[config.mk]
export PLATFORM = sky130hd
export DESIGN_NAME = encoder83_pri
export DESIGN_NICKNAME = d
export VERILOG_FILES = /design/src/rtl/encoder83_pri_pkg.sv /design/src/rtl/encoder83_pri_comb.sv /design/src/rtl/encoder83_pri.sv
export SDC_FILE = /design/constraint.sdc
export NUM_CORES = 1
export LEC_CHECK = 0
export ABC_AREA = 1
export CAP_MARGIN = 10
export CORE_AREA = 2 2 39 41
export DETAILED_ROUTE_END_ITERATION = 10
export DIE_AREA = 0 0 41 43
export GPL_ROUTABILITY_DRIVEN = 0
export SLEW_MARGIN = 20
export SYNTH_ARGS = -nofsm -noshare
export SYNTH_HDL_FRONTEND = slang
export SYNTH_SLANG_ARGS = --single-unit
[constraint.sdc]
create_clock -name iClk -period 1.61 [get_ports iClk]
set_input_delay 0.483 -clock iClk [delete_from_list [all_inputs] [get_ports iClk]]
set_output_delay 0.483 -clock iClk [all_outputs]
set_load 0.05 [all_outputs]
[src/rtl/encoder83_pri_pkg.sv]
// Shared constants for the registered 8-to-3 priority encoder (74x148 style).
package encoder83_pri_pkg;

    localparam int N_IN = 8;
    localparam logic [2:0] CODE_IDLE = 3'b111;
    localparam logic       EO_RESET  = 1'b1;

endpackage : encoder83_pri_pkg

[src/rtl/encoder83_pri_comb.sv]
// Combinational 74x148 priority logic: active-low requests, enable and outputs.
module encoder83_pri_comb
    import encoder83_pri_pkg::*;
(
    input  logic [N_IN-1:0] iData,
    input  logic            iEI,
    output logic [2:0]      oData,
    output logic            oEO
);

    // Highest-index low bit wins; all-high with the encoder enabled is the idle code.
    always_comb begin
        oData = CODE_IDLE;
        oEO   = EO_RESET;
        if (iEI == 1'b1) begin
            oData = CODE_IDLE;
            oEO   = 1'b1;
        end else begin
            oEO = 1'b1;
            casez (iData)
                8'b0???????: oData = 3'b000;
                8'b10??????: oData = 3'b001;
                8'b110?????: oData = 3'b010;
                8'b1110????: oData = 3'b011;
                8'b11110???: oData = 3'b100;
                8'b111110??: oData = 3'b101;
                8'b1111110?: oData = 3'b110;
                8'b11111110: oData = 3'b111;
                default: begin
                    oData = CODE_IDLE;
                    oEO   = 1'b0;
                end
            endcase
        end
    end

endmodule : encoder83_pri_comb

[src/rtl/encoder83_pri.sv]
// Registered 8-to-3 priority encoder: one-cycle latency, outputs straight from flops.
module encoder83_pri
    import encoder83_pri_pkg::*;
(
    input  logic            iClk,
    input  logic            iRst,
    input  logic [N_IN-1:0] iData,
    input  logic            iEI,
    output logic [2:0]      oData,
    output logic            oEO
);

    logic [2:0] data_d;
    logic       eo_d;
    logic [2:0] data_q;
    logic       eo_q;

    encoder83_pri_comb u_comb (
        .iData (iData),
        .iEI   (iEI),
        .oData (data_d),
        .oEO   (eo_d)
    );

    // Output register; reset forces the disabled encoding and drops any pending result.
    always_ff @(posedge iClk or posedge iRst) begin
        if (iRst) begin
            data_q <= CODE_IDLE;
            eo_q   <= EO_RESET;
        end else begin
            data_q <= data_d;
            eo_q   <= eo_d;
        end
    end

    assign oData = data_q;
    assign oEO   = eo_q;

endmodule : encoder83_pri

==> impl_metrics.ini <==
[cts]
cts_num_sinks = 4
cts-hold-fix-buffers = 0
clk_transition_reported_paths_ns = 0.04
cts_buffer_depth = 2
cts_tree = yes
post-cts-setup-buffer-count = 0
cts_buffers = 3
cts_resized = 0
ctsHtreeMaxLevel = 1
cts_root_buffer = sky130_fd_sc_hd__clkbuf_4

[floorplan]
rows = 14
die-width_um = 41
dieArea_mm2 = 0.001763
die_h_um = 43
floorplan.io_pins = 15
initial_utilization_pct = 18.44
fp.coreArea_mm2 = 0.001384

[final_layout]
final_common_cell = sky130_fd_sc_hd__clkdlybuf4s50_1
n_fill_cell = 159
drive_gt1_share_pct = 42.00
antenna_cells_inserted = 0
stdcell_area_um2 = 478.0
regArea_um2 = 105.1
area_growth_syn_to_layout_pct = 87.25
most-common-layout-cells = 10 x sky130_fd_sc_hd__clkdlybuf4s50_1, 6 x sky130_fd_sc_hd__inv_1, 5 x sky130_fd_sc_hd__nand2_2
final_nets = 63
multiInputGateArea_um2 = 120.1

[power_and_ir_drop]
finalPower_uw = 331.5
leakagePower_uw = 0.0002103
max-vdd-ir-drop_mv = 0.2100
power_per_cell_area_mw_per_mm2 = 693.5

[critical_path]
worst_ep_required_ns = 1.13
critical_path.max_fanout = 1
critical-path-slowest-cell = sky130_fd_sc_hd__dfstp_2
start_kind = flop
timing.critical_path.max_delay_family = flip-flops
crit_path_end_kind = primary output
path_class = flop to primary output
cp.buffers_inverters = 1
crit_arrival_ns = 0.90
critical-path-max-stage-delay_ns = 0.54
crit_chain = buf_12

[detailed_routing]
vias = 254
first_iter_violations = 4
wire_per_inst_um = 7.500
routedLengthMet1_um = 174
route.detailed.vias_per_inst = 3.848
routed-wl-met3_um = 52
firstDrtPassIters = 3
remaining_drc_errors = 0
wire_length_reported_by_the_detailed_router_um = 495
route.antenna.remaining_nets = 0
wl_met2_um = 240
topRoutingLayerUsed = met4

[logic_synthesis]
area_fraction_of_the_dominant_cell_type_after_synthesis_pct = 41.18
synthesized_nets = 44
netlist_instances = 33
ys_seq_area_share_pct = 41.18
synth.distinct_cells = 13
syn_area_um2 = 255.2
ys_seq_elements = 4
synth_area_leader_cell = sky130_fd_sc_hd__dfstp_2
synth.yosys.warnings = 0
area_contributors_post_synth = sky130_fd_sc_hd__dfstp_2 41%, sky130_fd_sc_hd__nand2_2 12%, sky130_fd_sc_hd__inv_1 8.8%
syn_avg_cell_area_um2 = 7.735

[grt]
grt_max_degree = 5
first_global_vias = 242
first_pass_grt_wire_length_um = 890
grt_use_total_pct = 8.149
number_of_antenna_violations_at_the_first_check_in_global_routing = 0
overflow = 0

[sta]
timing.slew.headroom_pct = 89.09
setup_viol_count_final = 0
max_freq_mhz = 725.0
final-hold-violation-count = 0
setup_repair_after_global_routing_missed_its_margin = false
totalNegativeSetupSlack_ns = 0
timing_max_transition_violations_final = 0
worst_slew_pin_slew_ns = 0.1620
timing.final.crit_period_ns = 1.379
final.period_utilization_pct = 85.67

[worst_hold_path]
hold_class = primary input to asynchronous set/reset pin

[placed_design]
io_buffer_count = 14
post_dp_cell_area_um2 = 455.4

[job]
max-cap-violations = 0

[run_status]
run_status = finished, final reports clean
[where the power goes]
| part | switching, uW | internal, uW |
|---|---|---|
| sequential | 4.37 | 111 |
| clock | 35.7 | 83.0 |
| combinational | 45.6 | 51.6 |
[layout make-up]
cell class,instances,area share [%]
repair buffers,14,37.70
well taps,16,4.188
inverters,8,6.283
flip-flops and latches,4,21.99
clock buffers,3,4.712
multi-input cells,21,25.13
[kinds of logic after synthesis]
group | after synthesis | synth area share [%]
buffers and inverters | 8 | 11.77
AOI/OAI and AO/OA | 5 | 14.21
and+or+nand+nor | 16 | 32.84
DFF | 4 | 41.18
[synth_stat cells]
master,instances
sky130_fd_sc_hd__nand2_2,5
sky130_fd_sc_hd__nand3_1,1
sky130_fd_sc_hd__inv_1,6
sky130_fd_sc_hd__clkinv_1,2
sky130_fd_sc_hd__a21oi_2,1
sky130_fd_sc_hd__nand4_1,1
sky130_fd_sc_hd__nand2_1,4
sky130_fd_sc_hd__a21oi_1,1
sky130_fd_sc_hd__nor2_2,3
sky130_fd_sc_hd__o211ai_2,1
sky130_fd_sc_hd__o21ai_0,2
sky130_fd_sc_hd__dfstp_2,4
sky130_fd_sc_hd__nor2_1,2
[final timing paths]
path / start / to / cells after the start
setup / recovery: oEO / oEO / 1
hold / removal: iRst / oData[0] / 2
max in group asynchronous: iRst / oEO / 2
min in group iClk: iEI / oData[2] / 3
[layer usage]
layer / vias to the layer above / global-route usage (%)
li1: 136 / -
met1: 103 / 7.443
met2: 11 / 11.56
met3: 4 / 3.141
met4: 0 / 10.00
met5: - / 0
[through the flow]
step | setup WS (ns) | utilization, % | instances | hold WS, ns
finish | 0.2306 | 34.54 | 66 | 0.6253
global route | 0.2020 | 34.54 | 66 | 0.6639
CTS | 0.2208 | 34.54 | 66 | 0.6301
detailed placement | 0.1113 | 32.91 | 63 | 0.8723
global placement | 0.1367 | 32.91 | 63 | 0.8754
floorplan | 0.4715 | - | 33 | 0.4382
[registers in the layout (all words and copies together) (netlist names)]
name   count
oData      3
oEO        1
(Power assumes the default switching activity.)
